<file path="config.mk">
export PLATFORM = sky130hd
export DESIGN_NAME = st_add_seq
export DESIGN_NICKNAME = d
export VERILOG_FILES = /design/src/rtl/st_add_pkg.sv /design/src/rtl/st_add_slice.sv /design/src/rtl/st_add_seq.sv
export SDC_FILE = /design/constraint.sdc
export NUM_CORES = 1
export LEC_CHECK = 0
export CAP_MARGIN = 15
export CELL_PAD_IN_SITES_DETAIL_PLACEMENT = 0
export CELL_PAD_IN_SITES_GLOBAL_PLACEMENT = 2
export CORE_ASPECT_RATIO = 0.8
export CORE_UTILIZATION = 38
export DETAILED_ROUTE_END_ITERATION = 7
export GPL_ROUTABILITY_DRIVEN = 0
export PLACE_DENSITY_LB_ADDON = 0.15
export SLEW_MARGIN = 20
export SYNTH_ARGS = -nofsm -noshare
export SYNTH_HDL_FRONTEND = slang
export SYNTH_SLANG_ARGS = --single-unit
export TNS_END_PERCENT = 30
</file>
<file path="constraint.sdc">
create_clock -name clk -period 4.3 [get_ports clk]
set_input_delay 1.29 -clock clk [delete_from_list [all_inputs] [get_ports clk]]
set_output_delay 1.29 -clock clk [all_outputs]
set_load 0.01 [all_outputs]
</file>
<file path="src/rtl/st_add_pkg.sv">
// Shared types and constants for the nibble-serial adder controller.
package st_add_pkg;

  typedef enum logic [1:0] {
    IDLE = 2'd0,
    RUN  = 2'd1,
    DONE = 2'd2
  } state_t;

  localparam int NIBBLE_W = 4;

  // Ceiling log2, floored at 1 so a single-nibble build still has an index bit.
  function automatic int clog2(input int n);
    int r;
    r = 0;
    while ((1 << r) < n) r++;
    return (r < 1) ? 1 : r;
  endfunction

endpackage

</file>
<file path="src/rtl/st_add_slice.sv">
// Combinational 4-bit ripple-carry slice built from per-bit full adders.
module st_add_slice
  import st_add_pkg::*;
(
  input  logic [NIBBLE_W-1:0] a,
  input  logic [NIBBLE_W-1:0] b,
  input  logic                ci,
  output logic [NIBBLE_W-1:0] s,
  output logic                co
);

  logic [NIBBLE_W:0] c;

  assign c[0] = ci;

  for (genvar i = 0; i < NIBBLE_W; i++) begin : g_fa
    assign s[i]   = a[i] ^ b[i] ^ c[i];
    assign c[i+1] = (a[i] & b[i]) | (c[i] & (a[i] ^ b[i]));
  end

  assign co = c[NIBBLE_W];

endmodule

</file>
<file path="src/rtl/st_add_seq.sv">
// Nibble-serial wide adder: one shared 4-bit slice walked LSB nibble first.
// Optional macro SUB_EN adds a 'sub' port (a - b via a + ~b + 1).
//
// state | meaning
// ------+---------------------------------------------------------
// IDLE  | waiting for start; s/co hold the last result
// RUN   | one nibble per cycle through the slice, carry registered
// DONE  | one-cycle result pulse; start here chains the next op
module st_add_seq
  import st_add_pkg::*;
#(
  parameter int NIBBLES = 4
) (
  input  logic                        clk,
  input  logic                        rst,
  input  logic                        start,
  input  logic [NIBBLE_W*NIBBLES-1:0] a,
  input  logic [NIBBLE_W*NIBBLES-1:0] b,
  input  logic                        ci,
`ifdef SUB_EN
  input  logic                        sub,
`endif
  output logic [NIBBLE_W*NIBBLES-1:0] s,
  output logic                        co,
  output logic                        busy,
  output logic                        done
);

  localparam int W  = NIBBLE_W * NIBBLES;
  localparam int IW = clog2(NIBBLES);
  localparam logic [IW-1:0] LAST_IDX = IW'(NIBBLES - 1);

  state_t              state_q, state_d;
  logic [W-1:0]        a_q, b_q, s_q;
  logic                carry_q, co_q;
  logic [IW-1:0]       idx_q;
  logic                accept, sub_eff;
  logic [NIBBLE_W-1:0] slice_s;
  logic                slice_co;

`ifdef SUB_EN
  assign sub_eff = sub;
`else
  assign sub_eff = 1'b0;
`endif

  assign accept = start && (state_q != RUN);

  st_add_slice u_slice (
    .a  (a_q[NIBBLE_W*idx_q +: NIBBLE_W]),
    .b  (b_q[NIBBLE_W*idx_q +: NIBBLE_W]),
    .ci (carry_q),
    .s  (slice_s),
    .co (slice_co)
  );

  always_comb begin
    state_d = state_q;
    case (state_q)
      IDLE:    if (start) state_d = RUN;
      RUN:     if (idx_q == LAST_IDX) state_d = DONE;
      DONE:    state_d = start ? RUN : IDLE;
      default: state_d = IDLE;
    endcase
  end

  // Subtraction is folded in at accept time: b is stored inverted and the carry seeded with 1.
  always_ff @(posedge clk or posedge rst) begin
    if (rst) begin
      state_q <= IDLE;
      a_q     <= '0;
      b_q     <= '0;
      s_q     <= '0;
      carry_q <= 1'b0;
      co_q    <= 1'b0;
      idx_q   <= '0;
    end else begin
      state_q <= state_d;
      if (accept) begin
        a_q     <= a;
        b_q     <= sub_eff ? ~b : b;
        carry_q <= sub_eff ? 1'b1 : ci;
        idx_q   <= '0;
        s_q     <= '0;
      end else if (state_q == RUN) begin
        s_q[NIBBLE_W*idx_q +: NIBBLE_W] <= slice_s;
        carry_q <= slice_co;
        idx_q   <= idx_q + 1'b1;
        if (idx_q == LAST_IDX) co_q <= slice_co;
      end
    end
  end

  assign s    = s_q;
  assign co   = co_q;
  assign busy = (state_q == RUN);
  assign done = (state_q == DONE);

endmodule

</file>
Word-level counts from Yosys, hierarchy flattened:

Index checks and enable logic that the tools add are counted.

* reduce and logical (&&, ||, !) cells: 5
* muxes and demuxes: 11
* equality and inequality tests: 6
* $add $sub $neg: 2
* bitwise gates (word level): 21
* shift operators: 4

Operators with widths (number)
* negator 4 -> 34 bit: 1
* variable shift 4 x 34 -> 16 bit, first input constant: 1
* indexed part select 4 x 34 -> 16 bit: 1
* 2-to-1 mux 16 bit: 2
* indexed part select 16 x 5 -> 4 bit: 2
* bitwise mux 16 bit: 1
* AND 1 bit: 8
* 2-to-1 mux 2 bit: 4
* bitwise XOR 1 bit: 8
* case mux 2 bit (3 select lines): 1
* equality test 2 bit, second input constant: 2
* inequality test 2 x 1 -> 1 bit, second input constant: 2
* bitwise OR 1 bit: 4
* 2-to-1 mux 1 bit: 3
* AND reduction 3 bit: 1
* adder 2 x 1 -> 2 bit, second input constant: 1
* equality test 2 x 1 -> 1 bit, second input constant: 1
* logical NOT 2 bit: 1
* inequality test 2 bit, second input constant: 1
* AND reduction 2 bit: 1
* nonzero test 2 bit: 1
* logical AND 1 bit: 1
* NOT 1 bit: 1

* bits in registers: 54
* output and inout bits: 19
* bits of input ports: 36

Depth between registers and ports, before layout:

Gate-level depths: netlist (run 1).

* depth after elaboration: 13
* depth in mapped cells: 12
* mapped depth without buffers: 11

By module:

A second synthesis (run 1) with hierarchy kept.

* cell total of the unflattened synthesis: 169
* area, all modules: 2523.7 µm²

Modules (own cells, without submodules)
* st_add_seq: area an instance 2406.1 µm², instances 1, cells an instance 155, sequential area each 1351.3 µm²
* st_add_slice: area an instance 117.6 µm², instances 1, cells an instance 14, sequential area each 0.0 µm²

Least setup slack after synthesis (run 1):

No wires, ideal clock.

* path type: reg-to-reg
* from: reg idx_q[1]
* to: reg s_q[11] (netlist: s[11])
* arrival: 2.581 ns
* library setup time: 0.121 ns
* setup slack: 1.598 ns
* stages on the path, launching flop included: 12
* data required time: 4.179 ns
* period minus slack after synthesis: 2.702 ns
* cells stage by stage: dfrtp_1 -> buf_2 -> mux4_2 -> inv_1 -> fa_1 -> inv_1 -> fa_1 -> inv_1 -> fa_1 -> inv_1 -> fa_1 -> a22o_1

* cells in the longest elaborated chain, start to end: 13

RTL lines
* start, declared: RTL line st_add_seq.sv:36 `logic [IW-1:0] idx_q;`
* start signal, assigned: RTL line st_add_seq.sv:88 `idx_q <= idx_q + 1'b1;`
* indexed part select 16 x 5 -> 4 bit (on tied branches): RTL line st_add_seq.sv:50, st_add_seq.sv:51
* bitwise XOR 1 bit: RTL line st_add_slice.sv:17, st_add_slice.sv:18
* AND 1 bit: RTL line st_add_slice.sv:18 `assign c[i+1] = (a[i] & b[i]) | (c[i] & (a[i] ^ b[i]));`
* bitwise OR 1 bit: RTL line st_add_slice.sv:18
* AND 1 bit: RTL line st_add_slice.sv:18
* bitwise OR 1 bit: RTL line st_add_slice.sv:18
* AND 1 bit: RTL line st_add_slice.sv:18
* bitwise OR 1 bit: RTL line st_add_slice.sv:18
* bitwise XOR 1 bit: RTL line st_add_slice.sv:17 `assign s[i] = a[i] ^ b[i] ^ c[i];`
* indexed part select 4 x 34 -> 16 bit: RTL line st_add_seq.sv:86 `s_q[NIBBLE_W*idx_q +: NIBBLE_W] <= slice_s;`
* bitwise mux 16 bit (*): RTL line st_add_seq.sv:86
* 2-to-1 mux 16 bit (*): RTL line st_add_seq.sv:85 `end else if (state_q == RUN) begin`
* 2-to-1 mux 16 bit (*): RTL line st_add_seq.sv:79 `if (accept) begin`
* end signal, assigned by index: RTL line st_add_seq.sv:86
* end, declared: RTL line st_add_seq.sv:34 `logic [W-1:0] a_q, b_q, s_q;`

Mark *: on every way between the ends. The rest lies on a longest branch, timed or not. The select of a mux whose other input is x is not followed.
A chain may end at the register's enable or synchronous reset.

Final worst setup path (run 1):

* from: reg state_q[1]
* to: out busy

* cells in the longest elaborated chain, start to end: 1

RTL lines
* start, declared: RTL line st_add_seq.sv:33 `state_t state_q, state_d;`
* start signal, assigned: RTL line st_add_seq.sv:78 `state_q <= state_d;`
* equality test 2 x 1 -> 1 bit: RTL line st_add_seq.sv:96 `assign busy = (state_q == RUN);`
* end, declared: RTL line st_add_seq.sv:25 `output logic busy,`

No other way between the ends.

==> key figures, run 1 <==
Power and ir drop
  – Switch share: 38.7%
  – Int Power: 0.00166 W
  – Cell Pwr Density: 827 nW/um2
  – Clock power frac: 10.8%
  – Lkg Pwr: 1.51 nW
  – Sequential Power Share: 33.5%
  – Combinational share of power: 55.7%
  – Worst vdd ir: 332 uV
  – NetSw: 0.00105 W

Yosys
  – Syn Std Cell Area: 2610 um2
  – Avg Inst Size Synth: 15.6 um2
  – YS warnings: 0
  – Synth unique cells: 30
  – Register area share after synthesis: 51.7%
  – Syn nets: 211
  – Post-synthesis sequential element count: 54
  – Cells after synthesis: 167

Worst hold path
  – Hold_sp: co
  – Worst hold path endpoint: co
  – Hold Path Depth: 1
  – Hold Crit Class: reg -> reg

Detailed routing
  – DR iter-0 viols: 70
  – Routed Antenna Nets: 0
  – Router iterations before antenna repair: 4
  – WL final: 5.41 mm
  – Detailed-route via count: 1541
  – Via density: 5.04
  – DRC Markers: 0
  – Routed length per instance: 17.7 um

Worst setup path
  – Worst path required time: 3.01 ns
  – R2R Path Start: idx_q[1]
  – R2R Setup Slk: 1.19 ns
  – Critical path launch point type: register
  – Arr. time, crit path: 1.89 ns
  – Crit path max fanout: 12
  – Register-to-Register Path Depth: 10
  – Reg2reg end: s[3]
  – Setup CP Type: reg -> out
  – CP endpoint kind: output port

Die
  – Initial Util: 40.1%
  – Row cnt: 26
  – Die Height: 76.1 um
  – Total core area: 6510 um2
  – Die width: 94.7 um
  – Die area: 7210 um2
  – Io pins: 55

Final layout
  – Diode count: 0
  – Share of post-route cells with drive strength above 1: 25.2%
  – Fin nets: 265
  – Post-route cell area: 3280 um2
  – Fin util: 50.4%
  – Area delta synth->final: 25.7%

CTS
  – Worst-Skew Late Latency: 0.31 ns
  – Sinks on the clock net: 54
  – Post-CTS sizing: 0
  – Num CTS Buffers: 5
  – Setup Buffers After CTS: 0
  – Max H-tree Level: 2
  – CTS tree: done
  – Clk slew on worst S/H paths: 0.10 ns
  – CTS root buffer: clkbuf_8
  – Cts hold-fix bufs: 0
  – Clock buffer depth: 2

Timing
  – Final number of max-transition violations: 0
  – Slew Limit Headroom: 38.5%
  – Clock skew: 0.00518 ns
  – Final hold viol count: 0
  – Setup TNS: 0 ns
  – Worst Tran Pin Value: 0.923 ns
  – RSZ-0062 raised after global routing: no
  – F_max: 315 MHz
  – Crit share post-route: 73.9%
  – Final period demand of the worst path: 3.18 ns
  – Endpoints failing setup: 0

Global routing
  – Gr usage total: 16.6%
  – Vias in the first global route: 1690
  – GRT Residual Overflow: 0
  – Largest net degree at the start of global routing: 55
  – First-pass GRT wire length: 8.95 mm
  – Initial antenna violation count: 0

Job
  – Max_cap viols: 0

Placement
  – DP Area: 3190 um2
  – Port buffer count: 54
  – Post-DP HPWL: 3.85 mm

Run status
  – Status: finished clean
==> sequential cells by signal, indices dropped and copies added (netlist names) <==
signal,cells
s,16
idx_q,2
co,1
carry_q,1
b_q,16
state_q,2
a_q,16
==> cell usage after synthesis (all sizes together) <==
cell,number,area (um2)
o2bb2ai,8,70.1
mux4,8,180
and4bb,1,12.5
mux2i,5,50.1
o31ai,1,7.51
nand2,3,18.8
o21ai,1,5.00
nor2,4,15.0
fa,4,80.1
nand3,2,10.0
and3b,1,8.76
ha,4,50.1
and4,1,8.76
and3,2,12.5
nand3b,1,7.51
inv,12,45.0
nand2b,1,6.26
nor2b,1,6.26
buf,8,73.8
mux2,35,507
and2,1,8.76
nand4,1,6.26
dfrtp,54,1350
a22o,8,70.1
==> kinds of logic (layout without fill, tap and decap cells) <==
logic type                 after synthesis  count (layout)  synth area share, %
buffers and inverters                   20              75                 4.55
and+or+nand+nor                         19              19                 4.65
adders and majority gates                8               8                 4.98
DFF                                     54              54                 51.7
AOI/OAI and AO/OA                       18              18                 5.85
muxes                                   48              48                 28.2
==> worst max-delay path by stage <==
stage | from | endpoint | slack, ns | cells after the start
2_1_floorplan | idx_q[1] | s[11] | 1.60 | 11
3_3_place_gp | idx_q[1] | s[3] | 1.21 | 10
3_5_place_dp | idx_q[1] | s[3] | 1.16 | 10
4_1_cts | state_q[1] | busy | 1.11 | 3
5_1_grt | idx_q[1] | s[3] | 1.03 | 10
6_report | state_q[1] | busy | 1.12 | 3
==> cell usage in the layout (no fill, tap or decap), drive strengths merged, types with 2 or more instances in the layout <==
cell type / synthesis / routed
dfrtp: 54 / 54
clkdlybuf4s50: 0 / 54
mux2: 35 / 35
inv: 12 / 11
a22o: 8 / 8
mux4: 8 / 8
o2bb2ai: 8 / 8
mux2i: 5 / 5
clkbuf: 0 / 5
nor2: 4 / 4
fa: 4 / 4
ha: 4 / 4
nand2: 3 / 3
clkinv: 0 / 3
nand3: 2 / 2
and3: 2 / 2
==> worst max-delay path, stage by stage (launching register included) <==
cell             delay, ns
dfrtp_1               0.41
nand2b_1              0.33
inv_2                 0.26
clkdlybuf4s50_1       0.58
==> cell type report <==
class | instances | area, um2
Clock buffer | 5 | 68.8
Inverter | 12 | 46.3
Multi-Input combinational cell | 93 | 1140
Sequential cell | 54 | 1350
Tap cell | 84 | 105
Clock inverter | 3 | 21.3
Timing Repair Buffer | 55 | 548
Fill cell | 588 | 3220
==> metrics by stage <==
stage	std cells	setup WS (ns)	total power [W]	hold WS, ns
2_1_floorplan	167	1.60	0.00194	0.474
3_3_place_gp	298	1.21	0.00241	0.468
3_5_place_dp	298	1.16	0.00246	0.480
4_1_cts	306	1.11	0.00276	0.507
5_1_grt	306	1.03	0.00291	0.522
6_report	306	1.12	0.00271	0.500
==> power by group through the flow <==
stage / sequential, W / combinational (W) / clock, W
floorplan: 0.000881 / 0.00106 / 0
global placement: 0.000913 / 0.00150 / 0
detailed placement: 0.000925 / 0.00153 / 0
CTS: 0.000916 / 0.00154 / 0.000300
global route: 0.000948 / 0.00164 / 0.000320
finish: 0.000909 / 0.00151 / 0.000292
==> metal layers <==
metal | track usage, % | vias to the layer above | wire length, um
met1 | 24.0 | 785 | 2580
met3 | 3.49 | 8 | 202
met5 | 0 | - | 0
met2 | 25.0 | 38 | 2560
li1 | - | 710 | -
met4 | 5.00 | 0 | 64
No activity file was read; power rests on OpenSTA's default activity.
==> inputs of run 2 (changes only) <==
CORE_UTILIZATION = 35   (was 38)
clock period = 2.95 ns   (was 4.3 ns; I/O delays follow)
==> key figures, run 2 (synthesis gave the netlist of run 1 again) <==
Final layout
  – Fill cells: 597 (+1.5%)
  – Area delta synth->final: 29.0%
  – Share of post-route cells with drive strength above 1: 27.2% (+2.0 points)
  – Diode count: 0 (unchanged)
  – Post-route cell area: 3370 um2 (+2.7%)
  – Most frequent cells in the layout: dfrtp_1 (54), clkdlybuf4s50_1 (54), mux2_4 (30)
  – Fin nets: 271 (+2.3%)
  – Fin util: 47.7% (-2.7 points)
  – Layout Cells excl Fill: 315 (+2.9%)

Die
  – Die Height: 79.3 um (+4.1%)
  – Die area: 7810 um2 (+8.4%)
  – Io pins: 55 (unchanged)
  – Row cnt: 27 (+3.8%)
  – Initial Util: 37.0% (-3.2 points)
  – Die width: 98.6 um (+4.1%)
  – Total core area: 7060 um2 (+8.5%)

Timing
  – Final number of max-transition violations: 0 (unchanged)
  – Endpoints failing setup: 0 (unchanged)
  – Slew Limit Headroom: 66.0% (+28 points)
  – Clock skew: 0.00875 ns (+0.00357 ns)
  – Final hold viol count: 0 (unchanged)
  – Final period demand of the worst path: 2.83 ns
  – RSZ-0062 raised after global routing: no
  – Crit share post-route: 96.0%
  – Worst Tran Pin Value: 0.509 ns (-0.413 ns)
  – F_max: 353 MHz
  – Setup TNS: 0 ns (unchanged)

Power and ir drop
  – Lkg Pwr: 1.56 nW (+3.3%)
  – Worst vdd ir: 549 uV (+66%)
  – Cell Pwr Density: 1190 nW/um2 (+44%)
  – Power, Total: 0.00400 W (+47%)

Worst setup path
  – Setup CP Type: reg -> out
  – Critical path launch point type: register
  – Worst path required time: 2.07 ns (-0.94 ns)
  – CP endpoint kind: output port
  – R2R Setup Slk: 0.21 ns (-0.98 ns)
  – Crit path max fanout: 12 (unchanged)
  – Arr. time, crit path: 1.95 ns (+0.06 ns)

Detailed routing
  – DR iter-0 viols: 70 (unchanged)
  – Routed Antenna Nets: 0 (unchanged)
  – DRC Markers: 0 (unchanged)
  – Detailed-route via count: 1573 (+2.1%)
  – Routed length per instance: 17.4 um (-1.3%)
  – Via density: 4.99 (-0.84%)
  – WL final: 5.49 mm (+1.6%)
  – Router iterations before antenna repair: 4 (unchanged)

CTS
  – Post-CTS sizing: 0 (unchanged)
  – CTS tree: done
  – Num CTS Buffers: 5 (unchanged)
  – Clk slew on worst S/H paths: 0.10 ns (about the same)
  – Sinks on the clock net: 54 (unchanged)
  – Cts hold-fix bufs: 0 (unchanged)
  – Max H-tree Level: 2 (unchanged)
  – CTS root buffer: clkbuf_8
  – Worst-Skew Late Latency: 0.31 ns (about the same)
  – Setup Buffers After CTS: 0 (unchanged)
  – Clock buffer depth: 2 (unchanged)

Global routing
  – Gr usage total: 15.4% (-1.2 points)
  – Vias in the first global route: 1741 (+3.0%)
  – Largest net degree at the start of global routing: 34 (-38%)
  – GRT Residual Overflow: 0 (unchanged)
  – First-pass GRT wire length: 9.05 mm (+1.1%)
  – Initial antenna violation count: 0 (unchanged)

Placement
  – Port buffer count: 54 (unchanged)
  – DP Area: 3260 um2 (+2.3%)
  – Placed Instances: 307 (+3.0%)
  – Post-DP HPWL: 4.20 mm (+8.9%)

Job
  – Max_cap viols: 0 (unchanged)

Run status
  – Status: finished clean

Worst hold path
  – Hold Crit Class: reg -> reg
==> run 2: cell types whose count changed in the layout (fill, tap and decap cells not counted) <==
cell	previous run	this run
clkinvlp_4	1	0
clkbuf_8	5	7
buf_12	0	2
inv_2	1	2
buf_4	1	5
clkinv_2	2	0
==> run 2: per-layer routing <==
metal / up-vias / global-route usage [%] / routed length [um]
li1: 719 / - / -
met1: 799 / 21.1 / 2640
met3: 7 / 3.70 / 260
met2: 48 / 24.7 / 2530
met4: 0 / 4.03 / 51
met5: - / 0 / 0
==> run 2: final timing paths <==
kind / startpoint / endpoint / cells past startpoint
worst max-delay path: state_q[1] / busy / 3
worst min-delay path: s[2] / s[2] / 1
worst max register to register: idx_q[0] / s[15] / 11
worst min register to register: s[2] / s[2] / 1
max in group asynchronous: rst / b_q[6] / 3
min in group asynchronous: rst / state_q[0] / 2
==> run 2: area by class of cell <==
class | count | area, um2 | share of cell area [%]
tap | 87 | 109 | 3.23
timing repair buffer | 61 | 618 | 18.3
clock inverter | 1 | 8.76 | 0.260
multi-input combinational | 93 | 1140 | 33.9
inverter | 12 | 45.0 | 1.34
sequential | 54 | 1350 | 40.1
clock buffer | 7 | 96.3 | 2.86
==> run 2: stage by stage <==
step	hold WS (ns)	setup slack, ns
floorplan	0.474	0.248
global placement	0.476	0.250
detailed placement	0.479	0.176
CTS	0.501	0.124
global route	0.523	0.0183
finish	0.493	0.117
==> run 2: critical path: stages (launching register included) <==
cell and delay (ns):
dfrtp_1 0.42, nand2b_1 0.34, inv_2 0.28, clkdlybuf4s50_1 0.60
==> run 2: report_power, final <==
group | total, W | switching [W] | internal (W) | leakage, nW
combinational | 0.00223 | 0.00103 | 0.00120 | 0.832
clock | 0.000458 | 0.000243 | 0.000216 | 0.0544
sequential | 0.00131 | 0.000226 | 0.00109 | 0.671
